$ cat config.mk
export PLATFORM = sky130hd
export DESIGN_NAME = mem_line_arbiter_flat
export DESIGN_NICKNAME = d
export VERILOG_FILES = /design/src/rtl/mem_arb_pkg.sv /design/src/rtl/mem_line_arbiter_if.sv /design/src/rtl/mem_line_arbiter.sv /design/src/flat_wrapper.sv
export SDC_FILE = /design/constraint.sdc
export NUM_CORES = 1
export LEC_CHECK = 0
export CAP_MARGIN = 20
export CORE_AREA = 2 2 342 344
export DETAILED_ROUTE_END_ITERATION = 8
export DIE_AREA = 0 0 344 346
export GPL_TIMING_DRIVEN = 0
export PLACE_DENSITY_LB_ADDON = 0.3
export SLEW_MARGIN = 20
export SYNTH_ARGS = -nofsm -noshare
export SYNTH_HDL_FRONTEND = slang
export SYNTH_SLANG_ARGS = --single-unit
$ cat constraint.sdc
create_clock -name clk -period 62.7 [get_ports clk]
set_clock_uncertainty 0.2 [all_clocks]
set_input_delay 18.81 -clock clk [delete_from_list [all_inputs] [get_ports clk]]
set_output_delay 18.81 -clock clk [all_outputs]
set_load 0.01 [all_outputs]
$ cat src/rtl/mem_arb_pkg.sv
// Shared types and default sizes for the two-port line-burst memory arbiter.
//   DEF_ADDR_LEN      : memory word-address width
//   DEF_LINE_ADDR_LEN : log2 of words per line
//   state_e           : burst controller states
package mem_arb_pkg;

   localparam int unsigned DEF_ADDR_LEN      = 11;
   localparam int unsigned DEF_LINE_ADDR_LEN = 3;

   typedef enum logic [1:0] {
      IDLE = 2'd0,
      RD   = 2'd1,
      WR   = 2'd2,
      DONE = 2'd3
   } state_e;

endpackage

$ cat src/rtl/mem_line_arbiter_if.sv
// Bundle of the requester handshakes and the single-port memory bus.
//   req*/we*/laddr*/wline* : line requests from port 0 / port 1
//   done*/rline/busy       : completion pulses, shared read line, activity flag
//   mem_*                  : word memory access (1-cycle registered read)
// slave  : arbiter side; master : requesters + memory side.
interface mem_line_arbiter_if #(
   parameter int unsigned ADDR_LEN      = mem_arb_pkg::DEF_ADDR_LEN,
   parameter int unsigned LINE_ADDR_LEN = mem_arb_pkg::DEF_LINE_ADDR_LEN
);
   localparam int unsigned TAG_LEN    = ADDR_LEN - LINE_ADDR_LEN;
   localparam int unsigned LINE_WORDS = 1 << LINE_ADDR_LEN;

   logic                    req0, req1;
   logic                    we0, we1;
   logic [TAG_LEN-1:0]      laddr0, laddr1;
   logic [32*LINE_WORDS-1:0] wline0, wline1;
   logic                    done0, done1;
   logic [32*LINE_WORDS-1:0] rline;
   logic                    busy;
   logic [ADDR_LEN-1:0]     mem_addr;
   logic                    mem_wr_req;
   logic [31:0]             mem_wr_data;
   logic [31:0]             mem_rd_data;

   modport slave (
      input  req0, req1, we0, we1, laddr0, laddr1, wline0, wline1, mem_rd_data,
      output done0, done1, rline, busy, mem_addr, mem_wr_req, mem_wr_data
   );

   modport master (
      output req0, req1, we0, we1, laddr0, laddr1, wline0, wline1, mem_rd_data,
      input  done0, done1, rline, busy, mem_addr, mem_wr_req, mem_wr_data
   );

endinterface

$ cat src/rtl/mem_line_arbiter.sv
// Round-robin two-port line-burst controller in front of a single-port word memory.
// Each granted request becomes LINE_WORDS back-to-back word reads or writes; the
// assembled read line is returned on the shared rline output.
//   clk, rst : clock, asynchronous active-high reset
//   bus      : requester handshakes and memory bus (slave modport)
module mem_line_arbiter
   import mem_arb_pkg::*;
#(
   parameter int unsigned ADDR_LEN      = DEF_ADDR_LEN,
   parameter int unsigned LINE_ADDR_LEN = DEF_LINE_ADDR_LEN
) (
   input  logic                clk,
   input  logic                rst,
   mem_line_arbiter_if.slave   bus
);

   localparam int unsigned TAG_LEN    = ADDR_LEN - LINE_ADDR_LEN;
   localparam int unsigned LINE_WORDS = 1 << LINE_ADDR_LEN;
   localparam int unsigned CNT_W      = LINE_ADDR_LEN + 1;

   state_e                        state_q, state_d;
   logic [CNT_W-1:0]              cnt_q, cnt_d;
   logic                          last_gnt_q, last_gnt_d;
   logic                          port_q, port_d;
   logic                          we_q, we_d;
   logic [TAG_LEN-1:0]            laddr_q, laddr_d;
   logic [LINE_WORDS-1:0][31:0]   wline_q, wline_d;
   logic [LINE_WORDS-1:0][31:0]   rline_q, rline_d;
   logic                          done0_q, done0_d;
   logic                          done1_q, done1_d;
   logic                          busy_q, busy_d;
   logic [ADDR_LEN-1:0]           mem_addr_q, mem_addr_d;
   logic                          mem_wr_req_q, mem_wr_req_d;
   logic [31:0]                   mem_wr_data_q, mem_wr_data_d;
   logic                          gnt;

   // Next-state logic; outputs are decoded from the next state so they are
   // registered yet line up with the state they belong to.
   always_comb begin
      state_d    = state_q;
      cnt_d      = cnt_q;
      last_gnt_d = last_gnt_q;
      port_d     = port_q;
      we_d       = we_q;
      laddr_d    = laddr_q;
      wline_d    = wline_q;
      rline_d    = rline_q;
      gnt        = 1'b0;

      unique case (state_q)
         IDLE: begin
            if (bus.req0 || bus.req1) begin
               // On a tie the port that did not win last time gets the grant.
               gnt        = (bus.req0 && bus.req1) ? ~last_gnt_q : bus.req1;
               last_gnt_d = gnt;
               port_d     = gnt;
               we_d       = gnt ? bus.we1    : bus.we0;
               laddr_d    = gnt ? bus.laddr1 : bus.laddr0;
               wline_d    = gnt ? bus.wline1 : bus.wline0;
               cnt_d      = '0;
               state_d    = we_d ? WR : RD;
            end
         end
         RD: begin
            // Read data lags the address by one cycle.
            if (cnt_q != '0)
               rline_d[LINE_ADDR_LEN'(cnt_q - CNT_W'(1))] = bus.mem_rd_data;
            if (cnt_q == CNT_W'(LINE_WORDS)) begin
               state_d = DONE;
               cnt_d   = '0;
            end else begin
               cnt_d = cnt_q + CNT_W'(1);
            end
         end
         WR: begin
            if (cnt_q == CNT_W'(LINE_WORDS - 1)) begin
               state_d = DONE;
               cnt_d   = '0;
            end else begin
               cnt_d = cnt_q + CNT_W'(1);
            end
         end
         DONE: state_d = IDLE;
         default: state_d = IDLE;
      endcase

      busy_d        = (state_d != IDLE);
      done0_d       = (state_d == DONE) && !port_d;
      done1_d       = (state_d == DONE) &&  port_d;
      mem_wr_req_d  = (state_d == WR);
      mem_addr_d    = '0;
      mem_wr_data_d = '0;
      // The extra RD cycle (counter top bit set) only collects the last word.
      if ((state_d == WR) || ((state_d == RD) && !cnt_d[LINE_ADDR_LEN]))
         mem_addr_d = {laddr_d, cnt_d[LINE_ADDR_LEN-1:0]};
      if (state_d == WR)
         mem_wr_data_d = wline_d[cnt_d[LINE_ADDR_LEN-1:0]];
   end

   // State and output registers.
   always_ff @(posedge clk or posedge rst) begin
      if (rst) begin
         state_q       <= IDLE;
         cnt_q         <= '0;
         last_gnt_q    <= 1'b1;
         port_q        <= 1'b0;
         we_q          <= 1'b0;
         laddr_q       <= '0;
         wline_q       <= '0;
         rline_q       <= '0;
         done0_q       <= 1'b0;
         done1_q       <= 1'b0;
         busy_q        <= 1'b0;
         mem_addr_q    <= '0;
         mem_wr_req_q  <= 1'b0;
         mem_wr_data_q <= '0;
      end else begin
         state_q       <= state_d;
         cnt_q         <= cnt_d;
         last_gnt_q    <= last_gnt_d;
         port_q        <= port_d;
         we_q          <= we_d;
         laddr_q       <= laddr_d;
         wline_q       <= wline_d;
         rline_q       <= rline_d;
         done0_q       <= done0_d;
         done1_q       <= done1_d;
         busy_q        <= busy_d;
         mem_addr_q    <= mem_addr_d;
         mem_wr_req_q  <= mem_wr_req_d;
         mem_wr_data_q <= mem_wr_data_d;
      end
   end

   assign bus.done0       = done0_q;
   assign bus.done1       = done1_q;
   assign bus.rline       = rline_q;
   assign bus.busy        = busy_q;
   assign bus.mem_addr    = mem_addr_q;
   assign bus.mem_wr_req  = mem_wr_req_q;
   assign bus.mem_wr_data = mem_wr_data_q;

endmodule

$ cat src/flat_wrapper.sv
// flat-port wrapper written by rule: the top's interface ports become plain ports
module mem_line_arbiter_flat import mem_arb_pkg::*;
#(
   parameter int unsigned ADDR_LEN      = DEF_ADDR_LEN,
   parameter int unsigned LINE_ADDR_LEN = DEF_LINE_ADDR_LEN
)
  (clk, rst, bus_req0, bus_req1, bus_we0, bus_we1, bus_laddr0, bus_laddr1, bus_wline0, bus_wline1, bus_mem_rd_data, bus_done0, bus_done1, bus_rline, bus_busy, bus_mem_addr, bus_mem_wr_req, bus_mem_wr_data);
  mem_line_arbiter_if #(.ADDR_LEN(ADDR_LEN), .LINE_ADDR_LEN(LINE_ADDR_LEN)) bus_i ();
  input  logic clk;
  input  logic rst;
  input wire logic [$bits(bus_i.req0)-1:0] bus_req0;
  input wire logic [$bits(bus_i.req1)-1:0] bus_req1;
  input wire logic [$bits(bus_i.we0)-1:0] bus_we0;
  input wire logic [$bits(bus_i.we1)-1:0] bus_we1;
  input wire logic [$bits(bus_i.laddr0)-1:0] bus_laddr0;
  input wire logic [$bits(bus_i.laddr1)-1:0] bus_laddr1;
  input wire logic [$bits(bus_i.wline0)-1:0] bus_wline0;
  input wire logic [$bits(bus_i.wline1)-1:0] bus_wline1;
  input wire logic [$bits(bus_i.mem_rd_data)-1:0] bus_mem_rd_data;
  output wire logic [$bits(bus_i.done0)-1:0] bus_done0;
  output wire logic [$bits(bus_i.done1)-1:0] bus_done1;
  output wire logic [$bits(bus_i.rline)-1:0] bus_rline;
  output wire logic [$bits(bus_i.busy)-1:0] bus_busy;
  output wire logic [$bits(bus_i.mem_addr)-1:0] bus_mem_addr;
  output wire logic [$bits(bus_i.mem_wr_req)-1:0] bus_mem_wr_req;
  output wire logic [$bits(bus_i.mem_wr_data)-1:0] bus_mem_wr_data;
  assign bus_i.req0 = bus_req0;
  assign bus_i.req1 = bus_req1;
  assign bus_i.we0 = bus_we0;
  assign bus_i.we1 = bus_we1;
  assign bus_i.laddr0 = bus_laddr0;
  assign bus_i.laddr1 = bus_laddr1;
  assign bus_i.wline0 = bus_wline0;
  assign bus_i.wline1 = bus_wline1;
  assign bus_i.mem_rd_data = bus_mem_rd_data;
  assign bus_done0 = bus_i.done0;
  assign bus_done1 = bus_i.done1;
  assign bus_rline = bus_i.rline;
  assign bus_busy = bus_i.busy;
  assign bus_mem_addr = bus_i.mem_addr;
  assign bus_mem_wr_req = bus_i.mem_wr_req;
  assign bus_mem_wr_data = bus_i.mem_wr_data;
  mem_line_arbiter #(.ADDR_LEN(ADDR_LEN), .LINE_ADDR_LEN(LINE_ADDR_LEN)) u_core (.clk(clk), .rst(rst), .bus(bus_i));
endmodule
Word-level counts from Yosys, hierarchy flattened
Index checks and enable logic that the tools add are counted.

word-level totals
  register bits = 575
  word-level logic and storage cells = 81
  output and inout port bits = 303
  bits of input ports = 566

cells by class
  equality and inequality tests = 8
  $add $sub $neg = 2
  $lt $le $gt $ge = 3
  reduce and logical (&&, ||, !) cells = 14
  bitwise gates (word level) = 1
  mux-type cells = 26

operator list
  cell                 number
  $mux 256             3
  $bwmux 256           1
  $bmux 32 s3          1
  $demux 32 s3         1
  $mux 32              3
  $mux 8               3
  $mux 4               3
  $pmux 4 s3           1
  $mux 11              1
  $eq 2x2->1 const B   4
  $lt 3x4->1 const B   2
  $mux 2               4
  $pmux 2 s4           1
  $logic_and 1x1->1    5
  $add 4x1->4 const B  1
  $eq 2x1->1 const B   2
  $eq 4x3->1 const B   1
  $eq 4x4->1 const B   1
  $mux 1               4
  $reduce_and 2->1     2
  $reduce_bool 4->1    1
  $ge 3x1->1 const B   1
  $sub 3x1->3 const B  1
  $logic_not 1->1      2
  4 further kinds      5

Longest topological paths before layout
  depth after elaboration = 10
  mapped depth = 11
  mapped depth without buffers = 9

Worst setup path before layout
OpenSTA, ideal clock, no wires.

  path kind = input-to-reg
  start = in bus_req1
  end = reg u_core.mem_wr_data_q[14] (netlist: u_core.bus.mem_wr_data[14])
  stages on the path = 8
  library setup time = 0.126 ns
  arrival time = 20.458 ns
  path buffers = 2
  required time = 62.374 ns
  setup slack = 41.917 ns
  cells stage by stage = o31ai_2 > inv_2 > mux2_2 > inv_1 > buf_4 > buf_4 > mux2_2 > a221o_1

on the way
  word-level cells in the longest chain between the ends = 8
  elaborated cells on any way between the ends = 16
  classes of those cells = eq/ne (1); mux (13); reduce/logical (2)

RTL lines
  what                                                                line                                            source
  start, declared                                                     flat_wrapper.sv:12                              input wire logic [$bits(bus_i.req1)-1:0] bus_req1;
  $logic_and 1x1->1                                                   mem_line_arbiter.sv:54                          gnt = (bus.req0 && bus.req1) ? ~last_gnt_q : bus.req1;
  $mux 1                                                              mem_line_arbiter.sv:54
  $mux 256 / $mux 1 (equally long branches)                           mem_line_arbiter.sv:59, mem_line_arbiter.sv:57
  $mux 256 / $mux 2 (equally long branches)                           mem_line_arbiter.sv:52, mem_line_arbiter.sv:61
  $mux 256 / $mux 2 (equally long branches)                           mem_line_arbiter.sv:50, mem_line_arbiter.sv:52
  $bmux 32 s3 / $pmux 2 s4 (equally long branches)                    mem_line_arbiter.sv:97, mem_line_arbiter.sv:50
  $mux 32 (implied by the code) / $eq 2x2->1 (equally long branches)  mem_line_arbiter.sv:97, mem_line_arbiter.sv:96
  $mux 32 (*)                                                         mem_line_arbiter.sv:96                          if (state_d == WR)
  via u_core.mem_wr_data_d[14]                                        mem_line_arbiter.sv:34                          logic [31:0] mem_wr_data_q, mem_wr_data_d;
  end signal, assigned                                                mem_line_arbiter.sv:131                         mem_wr_data_q <= mem_wr_data_d;
  end, declared                                                       mem_line_arbiter.sv:34

The timed path passes the listed nets; every way through them passes the cells marked *. The select of a mux whose other input is x is not followed.
A chain may end at the register's enable or synchronous reset.

==> qor.txt <==
status: finished, final reports clean
# fillers: 11,770
most frequent cells in the layout: clkdlybuf4s50_1 (868), dfrtp_1 (574), mux2_2 (320), nor2_1 (272), o22ai_1 (160)
Synth cell types: 42
Crit path required time: 63,000 ps
TritonCTS clock tree: done
cells along the critical path: clkdlybuf4s50_1 -> a21bo_2 -> clkbuf_1 -> buf_2 -> buf_2 -> or3_1 -> o221a_2 -> mux2i_1 -> o22ai_1 -> a221o_1
Chip Height: 346 um
PD cells: 53.47 nW/um2
nets@finish: 3,445
data arrival time of the worst path: 22,420 ps
critical path class: in -> reg
CP max stage cell: clkbuf_1
Ys Warns: 0
initial core utilization: 0.2128
Clock Tree Buf Depth: 3
vias in the first global route: 21,110
Crit path max-delay family: buffers and inverters
Post-DRT Antenna Nets: 0
vias: 20,380
worst-margin pin slew: 1065 ps
Max FO, Critical Path: 10
crit end category: flop
DRT Pass-1 Iters: 5
Critical Path Start Type: primary input
Power Total: 2.012 mW
Worst Path Buf+Inv: 4
first-pass GRT wire length: 168,600 um
hpwl dp: 99,560 um
RSZ-0062 raised after global routing: false
post-synthesis register bit count: 575
Max stage delay on crit path: 570 ps
FMAX: 45.21 MHz
layout cell share with drive strength beyond 1: 0.2128
postcts setup bufs: 0
PortBufs: 868
Die Wd: 344 um
total CTS buffers: 71
DRT iter0 DRCs: 1,198
cts repair resizes: 0
core region area: 115,400 um2
CTS clk-pin slew, worst paths: 60 ps
Area Overhead vs Synth: 53.22%
Main synth FF type: dfrtp_1
VDD IR max: 0.00002152 V
WL final: 124,100 um
Slew Limit Headroom: 0.2871
Tmin final: 22,120 ps
Post-Syn Instances: 1,930
Setup violations, final: 0
Sink Count: 575
Setup TNS Final: 0 ps
initial antenna violation count: 56
sequential share of the synthesized area: 0.5858
share of flip-flops with an asynchronous set or reset: 1.000
Top cell by count, worst path: buf_2
Total Routing Usage GR: 0.2019
post-route insts no fill: 4,464
# hold bufs at CTS: 0
Final period util: 0.3528
Final Core Density: 0.3261
fin. max-slew vios: 0
die footprint: 119,000 um2
most common cell after layout, fill and taps aside: clkdlybuf4s50_1
Vias/cell: 4.566
num ports: 869
syn nets: 2,498
detail-routed net length per standard cell: 27.80 um
syn avg cell area: 12.73 um2
Post-synth EDFFs: 0
Leak Pwr: 15.08 nW
worst hold margin: 280.5 ps
Placer Congestion: 0.8697
HP Class: reg -> reg
max_cap viols: 0
drc violations: 0
Clk Latency, worst-skew pair: 630 ps
placed cell count: 4,328
area of the mapped netlist: 24,560 um2
root buffer cell: clkbuf_16
Cell Rows: 125
grt total ovfl: 0
largest net degree at the start of global routing: 101
Final Hold Violating Endpoints: 0
H-tree depth: 3
[final cells by class]
cell class	instances	area, um2	area share
Inverter	8	37.54	0.0009973
Buffer	155	743.2	0.01975
Antenna cell	13	32.53	0.0008644
Clock buffer	101	2009	0.05339
Multi-Input combinational cell	1192	9409	0.2500
Clock inverter	22	254.0	0.006749
Sequential cell	575	14390	0.3823
Tap cell	1524	1907	0.05066
Timing Repair Buffer	874	8853	0.2352
[metal layers]
metal,share of wire,GRT usage,wire length (um)
met5,0.0021,0,263
met1,0.40,0.2390,49430
met2,0.49,0.3502,61190
met4,0.021,0.05164,2665
met3,0.085,0.06461,10540
[sequential cells by signal, indices dropped and copies added (netlist names)]
name	cells
u_core.port_q	1
u_core.bus.mem_wr_data	32
u_core.bus.done0	1
u_core.bus.mem_addr	11
u_core.bus.mem_wr_req	1
u_core.bus.busy	1
u_core.state_q	2
u_core.bus.rline	256
u_core.laddr_q	8
u_core.bus.done1	1
u_core.cnt_q	4
u_core.last_gnt_q	1
u_core.wline_q	256
[worst min-delay path: stages (launching register included)]
cell     delay [ps]
dfrtp_1         320
nand2_1          40
o21ai_0          80
[cell usage after synthesis, types with 2 or more instances]
master,instances,area [um2]
a21oi_1,6,30.03
a2bb2oi_1,2,17.52
buf_2,34,170.2
o21ai_0,8,40.04
nand3_1,5,25.02
or3_1,128,800.8
nor2b_1,11,68.82
mux2_2,320,3603
nand2b_1,3,18.77
buf_1,20,75.07
nor2_1,273,1025
nand2_1,18,67.56
dfrtp_1,574,14360
inv_1,7,26.28
o221a_2,128,1441
nor3b_1,2,15.01
buf_6,12,135.1
ha_1,2,25.02
o22ai_1,160,1001
clkbuf_1,83,311.6
xnor2_1,2,17.52
mux2i_1,74,740.7
a221o_1,33,330.3
or2_1,2,12.51
buf_4,6,45.04
[per-stage QoR]
step           area (um2)  setup slack, ps
2_1_floorplan       24560            27610
3_3_place_gp        35160            18820
3_5_place_dp        35340            39640
4_1_cts             37600            40340
5_1_grt             37620            40470
6_report            37640            40580
[cell families after synthesis]
kind of cell	count (synthesis)	synth area share
DFF	575	0.5858
xor gates and xnor gates	3	0.001070
buffers and inverters	163	0.03122
adders and majority gates	2	0.001019
AOI/OAI and AO/OA	346	0.1197
and+or+nand+nor	446	0.08389
muxes	395	0.1773
[power by group]
part	leakage [nW]	switching [mW]	internal, mW	total (mW)
Clock	1.11	0.172	0.237	0.409
Combinational	7.23	0.520	0.470	0.990
Sequential	6.75	0.0668	0.546	0.613
[path summary, 6_finish.rpt]
path,from,end,slack (ps),cells after the start
max in group asynchronous,rst,u_core.bus.rline[235],42070,5
min reg2reg,u_core.laddr_q[1],u_core.laddr_q[1],280,2
max reg2reg,u_core.state_q[0],u_core.bus.mem_wr_data[30],58480,9
max,bus_req1,u_core.bus.mem_wr_data[30],40580,10
min in group asynchronous,rst,u_core.bus.mem_wr_data[24],18420,2
min,u_core.laddr_q[1],u_core.laddr_q[1],280,2
No activity file was read; power rests on OpenSTA's default activity.
